$ cat src/rtl/m_mem_access_unit.sv
// M-stage data-memory access unit: one load/store at a time over valid/ready,
// lane steering and extension, req/ack bus with misalignment and timeout exceptions.
module m_mem_access_unit #(
  parameter int DATA_W  = 32,
  parameter int ADDR_W  = 32,
  parameter int TIMEOUT = 15
) (
  input  logic                  clk,
  input  logic                  reset_n,
  input  logic                  req_valid,
  output logic                  req_ready,
  input  logic                  req_we,
  input  logic [1:0]            req_size,
  input  logic                  req_unsigned,
  input  logic [ADDR_W-1:0]     req_addr,
  input  logic [DATA_W-1:0]     req_wdata,
  output logic                  bus_req,
  output logic                  bus_we,
  output logic [ADDR_W-1:0]     bus_addr,
  output logic [DATA_W/8-1:0]   bus_be,
  output logic [DATA_W-1:0]     bus_wdata,
  input  logic                  bus_ack,
  input  logic [DATA_W-1:0]     bus_rdata,
  output logic                  rsp_valid,
  output logic [DATA_W-1:0]     rsp_rdata,
  output logic [1:0]            rsp_exc,
  output logic                  busy
);

  localparam int NB     = DATA_W / 8;
  localparam int OFFW   = $clog2(NB);
  localparam int CNTW   = (TIMEOUT > 1) ? $clog2(TIMEOUT) : 1;
  localparam logic [2:0]      MAX_SZ  = 3'(OFFW);
  localparam logic [CNTW-1:0] CNT_END = CNTW'(TIMEOUT - 1);

  localparam logic [1:0] EXC_NONE  = 2'b00;
  localparam logic [1:0] EXC_ALIGN = 2'b01;
  localparam logic [1:0] EXC_TMO   = 2'b10;

  typedef enum logic [1:0] {S_IDLE, S_BUS, S_RESP} state_t;

  // Low (8 << sz) bits set; full width when the access covers the whole bus.
  function automatic logic [DATA_W-1:0] lane_mask(input logic [1:0] sz);
    return ~({DATA_W{1'b1}} << (7'd8 << sz));
  endfunction

  state_t            state_q, state_d;
  logic [CNTW-1:0]   cnt_q, cnt_d;
  logic [DATA_W-1:0] rdata_q, rdata_d;
  logic [1:0]        exc_q, exc_d;
  logic              we_q, uns_q;
  logic [1:0]        size_q;
  logic [OFFW-1:0]   off_q;
  logic [ADDR_W-1:0] addr_q;
  logic [NB-1:0]     be_q;
  logic [DATA_W-1:0] wdata_q;
  logic              accept;

  // Request decode, evaluated on the incoming fields at the accept edge
  logic [3:0]        in_bytes;
  logic [OFFW-1:0]   in_off;
  logic              in_legal;
  logic [NB-1:0]     in_be;
  logic [DATA_W-1:0] in_wdata;

  assign in_bytes = 4'd1 << req_size;
  assign in_off   = req_addr[OFFW-1:0];
  assign in_legal = ({1'b0, req_size} <= MAX_SZ) &&
                    ((4'(in_off) & (in_bytes - 4'd1)) == 4'd0);
  assign in_be    = (~({NB{1'b1}} << in_bytes)) << in_off;
  assign in_wdata = (req_wdata & lane_mask(req_size)) << {in_off, 3'b000};

  // Load extraction from the captured offset/size
  logic [DATA_W-1:0] ld_sh, ld_mask, ld_ext;
  logic              ld_sgn;

  assign ld_sh   = bus_rdata >> {off_q, 3'b000};
  assign ld_mask = lane_mask(size_q);

  always_comb begin
    case (size_q)
      2'd0:    ld_sgn = ld_sh[7];
      2'd1:    ld_sgn = ld_sh[15];
      2'd2:    ld_sgn = ld_sh[31];
      default: ld_sgn = ld_sh[DATA_W-1];
    endcase
  end

  // For a full-width load ~ld_mask is zero, so the data passes unchanged.
  assign ld_ext = (ld_sh & ld_mask) | ((!uns_q && ld_sgn) ? ~ld_mask : '0);

  always_comb begin
    state_d = state_q;
    cnt_d   = cnt_q;
    rdata_d = rdata_q;
    exc_d   = exc_q;
    accept  = 1'b0;
    case (state_q)
      S_IDLE: begin
        if (req_valid) begin
          accept  = 1'b1;
          cnt_d   = '0;
          rdata_d = '0;
          if (in_legal) begin
            state_d = S_BUS;
            exc_d   = EXC_NONE;
          end else begin
            state_d = S_RESP;
            exc_d   = EXC_ALIGN;
          end
        end
      end
      S_BUS: begin
        if (bus_ack) begin
          state_d = S_RESP;
          exc_d   = EXC_NONE;
          rdata_d = we_q ? '0 : ld_ext;
        end else if (cnt_q == CNT_END) begin
          state_d = S_RESP;
          exc_d   = EXC_TMO;
          rdata_d = '0;
        end else begin
          cnt_d = cnt_q + 1'b1;
        end
      end
      S_RESP:  state_d = S_IDLE;
      default: state_d = S_IDLE;
    endcase
  end

  always_ff @(posedge clk or negedge reset_n) begin
    if (!reset_n) begin
      state_q <= S_IDLE;
      cnt_q   <= '0;
      rdata_q <= '0;
      exc_q   <= EXC_NONE;
    end else begin
      state_q <= state_d;
      cnt_q   <= cnt_d;
      rdata_q <= rdata_d;
      exc_q   <= exc_d;
    end
  end

  // Captured request; be/wdata are pre-steered so the bus sees stable registers.
  always_ff @(posedge clk or negedge reset_n) begin
    if (!reset_n) begin
      we_q    <= 1'b0;
      uns_q   <= 1'b0;
      size_q  <= 2'b00;
      off_q   <= '0;
      addr_q  <= '0;
      be_q    <= '0;
      wdata_q <= '0;
    end else if (accept) begin
      we_q    <= req_we;
      uns_q   <= req_unsigned;
      size_q  <= req_size;
      off_q   <= in_off;
      addr_q  <= {req_addr[ADDR_W-1:OFFW], {OFFW{1'b0}}};
      be_q    <= (req_we && in_legal) ? in_be : '0;
      wdata_q <= (req_we && in_legal) ? in_wdata : '0;
    end
  end

  assign req_ready = (state_q == S_IDLE);
  assign busy      = !req_ready;
  assign bus_req   = (state_q == S_BUS);
  assign bus_we    = bus_req & we_q;
  assign bus_addr  = bus_req ? addr_q  : '0;
  assign bus_be    = bus_req ? be_q    : '0;
  assign bus_wdata = bus_req ? wdata_q : '0;
  assign rsp_valid = (state_q == S_RESP);
  assign rsp_rdata = rsp_valid ? rdata_q : '0;
  assign rsp_exc   = rsp_valid ? exc_q   : EXC_NONE;

endmodule

$ cat config.mk
export PLATFORM = sky130hd
export DESIGN_NAME = m_mem_access_unit
export DESIGN_NICKNAME = d
export VERILOG_FILES = /design/src/rtl/m_mem_access_unit.sv
export SDC_FILE = /design/constraint.sdc
export NUM_CORES = 1
export LEC_CHECK = 0
export CORE_MARGIN = 5
export CORE_UTILIZATION = 41
export CTS_CLUSTER_SIZE = 12
export DETAILED_ROUTE_END_ITERATION = 16
export PLACE_DENSITY = 0.75
export SKIP_CTS_REPAIR_TIMING = 1
export SLEW_MARGIN = 20
export SYNTH_ARGS = -nofsm -noshare
export SYNTH_HDL_FRONTEND = slang
export SYNTH_SLANG_ARGS = --single-unit
$ cat constraint.sdc
create_clock -name clk -period 1.63 [get_ports clk]
set_input_delay 0.326 -clock clk [delete_from_list [all_inputs] [get_ports clk]]
set_output_delay 0.326 -clock clk [all_outputs]
set_load 0.005 [all_outputs]
# Word-level counts from Yosys, hierarchy flattened
# Cells that the tools add are included.
# word_totals
reg_bits	112
latch_bits	0
ramBits	0
romBits	0
out_inout_bits	107
word_cells	81
mem_count	0
# op_classes
n_addsub	2
multipliers	0
n_div	0
n_lt_le_gt_ge	1
n_eq_ne	8
n_shift	9
n_mux	29
bitwise	9
n_reduce_logical	12
# op_table
operator	n
2-to-1 mux 32 bit	9
NOT 32 bit	3
AND 32 bit	2
one-hot mux 32 bit (2 select lines)	1
left shift 32 x 7 -> 32 bit, first input constant	2
OR 32 bit	1
left shift 32 x 5 -> 32 bit	1
right shift 32 x 5 -> 32 bit	1
2-to-1 mux 4 bit	5
2-to-1 mux 2 bit	7
left shift 4 x 2 -> 7 bit, first input constant	2
one-hot mux 2 bit (2 select lines)	2
one-hot mux 4 bit (2 select lines)	1
inequality test 2 bit, second input constant	3
adder 4 x 1 -> 4 bit, second input constant	1
AND 2 x 4 -> 4 bit	1
equality test 2 x 1 -> 1 bit, second input constant	2
equality test 4 bit, second input constant	1
zero test 2 bit	2
zero test 4 bit	1
NOT 4 bit	1
AND reduction 4 bit	1
left shift 1 x 2 -> 4 bit, first input constant	1
left shift 4 x 2 -> 4 bit	1
other kinds (13)	18

# Longest topological paths before layout
# Gate-level depths: netlist (run 1).
# depth
word_depth	9
mapped_depth	8
mapped_depth_nobuf	6

# Least setup slack after synthesis (run 1)
# Ideal clock, no wire load.
# synth_timing
path_type	register -> register
start	register cnt_q[0]
end	register rdata_q[21]
setup_time_ps	126
arrival_ps	1642
setup_slack_ps	-138
path_stages_with_launch	8
period_less_slack_ps	1768
path_cell_list	dfrtp_1 -> inv_1 -> ha_1 -> nand3_1 -> a211o_1 -> buf_2 -> buf_2 -> a221o_1
# synth_between
elab_chain_cells	3
# synth_rtl
item	line	rtl
from (decl)	48	logic [CNTW-1:0] cnt_q, cnt_d;
from (signal assigned)	139	cnt_q <= cnt_d;
equality test 4 bit	118	end else if (cnt_q == CNT_END) begin
inequality test 3 x 1 -> 1 bit (no source line)	n/a	
AND reduction 3 bit (no source line)	n/a	
to (signal assigned)	140	rdata_q <= rdata_d;
to (decl)	49	logic [DATA_W-1:0] rdata_q, rdata_d;
# No other way between the ends.
# A chain may end at the register's enable or synchronous reset.

# Worst setup path in the final report (run 1)
# layout_timing
start	register state_q[1]
end	output port bus_wdata[27]
# layout_between
elab_chain_cells	2
# layout_rtl
item	line	rtl
from (decl)	47	state_t state_q, state_d;
from (signal assigned)	138	state_q <= state_d;
equality test 2 x 1 -> 1 bit	168	assign bus_req = (state_q == S_BUS);
2-to-1 mux 32 bit	172	assign bus_wdata = bus_req ? wdata_q : '0;
to (decl)	21	output logic [DATA_W-1:0] bus_wdata,
# No other way between the ends.

==> results of run 1 <==
-- power by group through the flow --
stage / clock network (uW) / logic, uW / registers, uW
global route: 2330 / 3870 / 3720
floorplan: 0 / 1590 / 3520
CTS: 2200 / 2830 / 3610
finish: 2160 / 3590 / 3660
detailed placement: 0 / 2820 / 3650
global placement: 0 / 2760 / 3620
-- through the flow --
stage / cell area (um^2) / hold slack (ns) / total power (uW) / TNS (ns) / util (%)
final: 9488 / 0.06820 / 9410 / -33.51 / 65.53
after global routing: 9488 / 0.1273 / 9922 / -42.29 / 65.53
after CTS: 8856 / 0.08867 / 8640 / -69.82 / 61.16
after detailed placement: 8572 / 0.4541 / 6471 / -48.56 / 59.20
after global placement: 8572 / 0.4508 / 6380 / -41.05 / 59.20
after floorplan: 6052 / 0.03041 / 5117 / -0.01441 / -
-- final timing paths --
check | depth (start not counted) | slack, ns | to | startpoint
max in group asynchronous | 2 | 1.11 | state_q[0] | reset_n
min | 2 | 0.07 | rdata_q[8] | reset_n
min in group clk | 2 | 0.47 | addr_q[8] | addr_q[8]
min reg2reg | 2 | 0.47 | addr_q[8] | addr_q[8]
max reg2reg | 5 | -0.18 | rdata_q[15] | state_q[1]
max | 7 | -0.36 | bus_wdata[27] | state_q[1]
-- cells in the final DEF, fill, tap and decap left out, types with 20 or more instances in the layout --
cell type	Yosys	layout
sky130_fd_sc_hd__nand2_1	145	138
sky130_fd_sc_hd__dfrtp_1	112	110
sky130_fd_sc_hd__clkdlybuf4s50_1	0	101
sky130_fd_sc_hd__and2_4	0	65
sky130_fd_sc_hd__buf_6	3	59
sky130_fd_sc_hd__buf_4	6	52
sky130_fd_sc_hd__o21ai_0	46	45
sky130_fd_sc_hd__and2_1	109	44
sky130_fd_sc_hd__clkbuf_2	0	39
sky130_fd_sc_hd__mux2i_1	20	20
sky130_fd_sc_hd__buf_2	12	20
-- final cells by class --
class	count	area share (%)
multi-input cells	474	33.97
repair buffers	299	30.53
flip-flops and latches	112	29.57
clock buffers	12	2.703
well taps	184	2.426
inverters	13	0.5143
clock inverters	4	0.2901
-- layer usage --
| metal | vias up | GRT usage [%] | wire length [um] |
|---|---|---|---|
| li1 | 2736 | - | - |
| met1 | 2931 | 29.13 | 8502 |
| met2 | 332 | 36.41 | 10340 |
| met3 | 48 | 5.511 | 2069 |
| met4 | 0 | 8.409 | 661 |
| met5 | - | 0 | 0 |
-- synthesized netlist by cell type (2+ instances only) --
library cell                number  area, um^2
sky130_fd_sc_hd__a2bb2oi_1       5       43.79
sky130_fd_sc_hd__buf_1           5       18.77
sky130_fd_sc_hd__o21ai_0        46       230.2
sky130_fd_sc_hd__nor3_1          2       10.01
sky130_fd_sc_hd__a22o_1         19       166.4
sky130_fd_sc_hd__dfrtp_1       112        2803
sky130_fd_sc_hd__clkbuf_1       27       101.4
sky130_fd_sc_hd__a32o_1          8       80.08
sky130_fd_sc_hd__o211ai_1        2       15.01
sky130_fd_sc_hd__buf_6           3       33.78
sky130_fd_sc_hd__nand2b_1        3       18.77
sky130_fd_sc_hd__a22oi_1         8       60.06
sky130_fd_sc_hd__nand3_1        14       70.07
sky130_fd_sc_hd__a221o_1        16       160.2
sky130_fd_sc_hd__buf_4           6       45.04
sky130_fd_sc_hd__a222oi_1        8       80.08
sky130_fd_sc_hd__mux2_2         16       180.2
sky130_fd_sc_hd__nor2b_1         4       25.02
sky130_fd_sc_hd__inv_1          13       48.80
sky130_fd_sc_hd__mux2i_1        20       200.2
sky130_fd_sc_hd__buf_2          12       60.06
sky130_fd_sc_hd__nor3b_1         2       15.01
sky130_fd_sc_hd__and2_1        109       681.9
sky130_fd_sc_hd__nor2_1         18       67.56
sky130_fd_sc_hd__nand2_1       145       544.3
sky130_fd_sc_hd__ha_1            2       25.02
sky130_fd_sc_hd__and3_1          4       25.02
-- registers in the layout (all words and copies together) (netlist names) --
name and flops:
be_q 4, uns_q 1, size_q 2, state_q 2, addr_q 30, wdata_q 32
exc_q 2, rdata_q 32, cnt_q 4, off_q 2, we_q 1
-- cell families after synthesis --
group | Yosys count | synth area share, %
adders and majority gates | 2 | 0.4162
buffers and inverters | 66 | 5.120
other | 1 | 0.06238
and+or+nand+nor | 308 | 25.41
muxes | 38 | 6.889
DFF | 112 | 46.62
AOI/OAI and AO/OA | 121 | 15.19
xor gates and xnor gates | 2 | 0.2914
==> results_dict.tcl, run 1 <==
set metrics [dict create \
    initial_core_util_pct 41.52 \
    slew-limit-headroom_pct 60.13 \
    die_h_um 131.1 \
    unrepaired_setup_endpoints_after_global_routing "yes" \
    die_footprint_mm2 0.01718 \
    tritoncts "done" \
    buffer_ports.inserted 208 \
    p_comb_share_pct 38.2 \
    detail_route.drc_violations 0 \
    layout_min_cycle_time_ns 1.993 \
    fillCellCount 1159 \
    crit_chain "buf_6 -> nor2_4 -> buf_12 -> buf_4 -> buf_6 -> and2_4 -> clkbuf_2" \
    cp.required_ns 1.30 \
    critPathMaxFanout 6 \
    clock_power_share_pct 23.0 \
    first_global_vias 5935 \
    first_pass_iters 5 \
    setup_viol 152 \
    clock_path_buffers 2 \
    cell_type_group_with_the_largest_total_delay_on_the_critical_path "buffers and inverters" \
    power.density_mw_per_mm2 991.8 \
    clkSinkCount 112 \
    crit_path_top_delay_cell "sky130_fd_sc_hd__dfrtp_2" \
    maximum_vdd_ir_drop_v 0.0004926 \
    timing.critical_path.arrival_ns 1.67 \
    worst_pin_slew_ns 0.5980 \
    synth-edff-count 0 \
    routed_via_density 5.507 \
    max_freq_ghz 0.5018 \
    floorplan.die.width_um 131.1 \
    dp.cells 1046 \
    fin_nets 1015 \
    route.vias.total 6047 \
    seq_power_share_pct 38.9 \
    clkTransAtPathRegs_ns 0.07 \
    path_buf_inv 5 \
    clk_latency_worst_skew_pair_ns 0.35 \
    cts_inserted_buffers 9 \
    synth.yosys.seq_area_share_pct 46.62 \
    num_rows 44 \
    place_congestion 0.9077 \
    routedWlPerCell_um 19.64 \
    worst_clock_skew_ns 0.006680 \
    ctsHtreeMaxLevel 3 \
    total_detailed_routing_wirelength_um 21570 \
    dp_slack_ns -0.5856 \
    synth_area_per_cell_um2 9.249 \
    place_hpwl_um 14550 \
    clockRootBuffer "sky130_fd_sc_hd__clkbuf_16" \
    syn-cell-area_mm2 0.006012 \
    layout_setup_ws_ns -0.3626 \
    setup.worst_path.class "reg2out" \
    intPower_uw 6355 \
    multi_input_comb_area_mm2 0.003223 \
    max-cap-violations 0 \
    globalRoute.totalOverflow 0 \
    ys_dominant_reg_cell "sky130_fd_sc_hd__dfrtp_1" \
    netlist-cell-type-count 48 \
    hp-class "in2async" \
    critPathLaunchType "flip-flop" \
    layout_cells_sized_above_1_pct 35.67 \
    first_pass_grt_wire_length_um 30630 \
    final_cell_count_no_fill 1098 \
    core-area_mm2 0.01448 \
    synth.ff_latch_count 112 \
    fin_crit_sh_pct 122.2 \
    area_growth_syn_to_layout_pct 57.81 \
    static-leakage-power_uw 0.004794 \
    final-seq-area_mm2 0.002805 \
    synth.yosys.warnings 0 \
    grt_antenna_before_repair 0 \
    design.portCount 211 \
    crit_path_max_incr_delay_ns 0.43 \
    timing_hold_violations_final 0 \
    antenna_left 0 \
    violations "negative setup slack" \
    violation_count_after_the_first_detailed_routing_iteration 522 \
    final-max-slew-violation-count 0 \
    async_reset_ff_share_pct 100.0 \
    result_of_the_run "complete, but fails checks" \
    sw_frac_of_total_pct 32.47 \
    antenna-diode-count 0 \
    synthesis.instances 650 \
    crit_path_frequent_cell "sky130_fd_sc_hd__buf_6" \
    globalRouteTotalUtil_pct 22.44 \
    cp-end-kind "output pin" \
    largest_net_degree_at_the_start_of_global_routing 113 \
    switching_power_uw 3056 \
]
No activity file was read; power rests on OpenSTA's default activity.
==> inputs of run 2 (changes only) <==
Settings changed: GPL_TIMING_DRIVEN set to 1.
==> results of run 2 <==
Same layout as run 1: the final DEF is identical, and so are final timing and power.
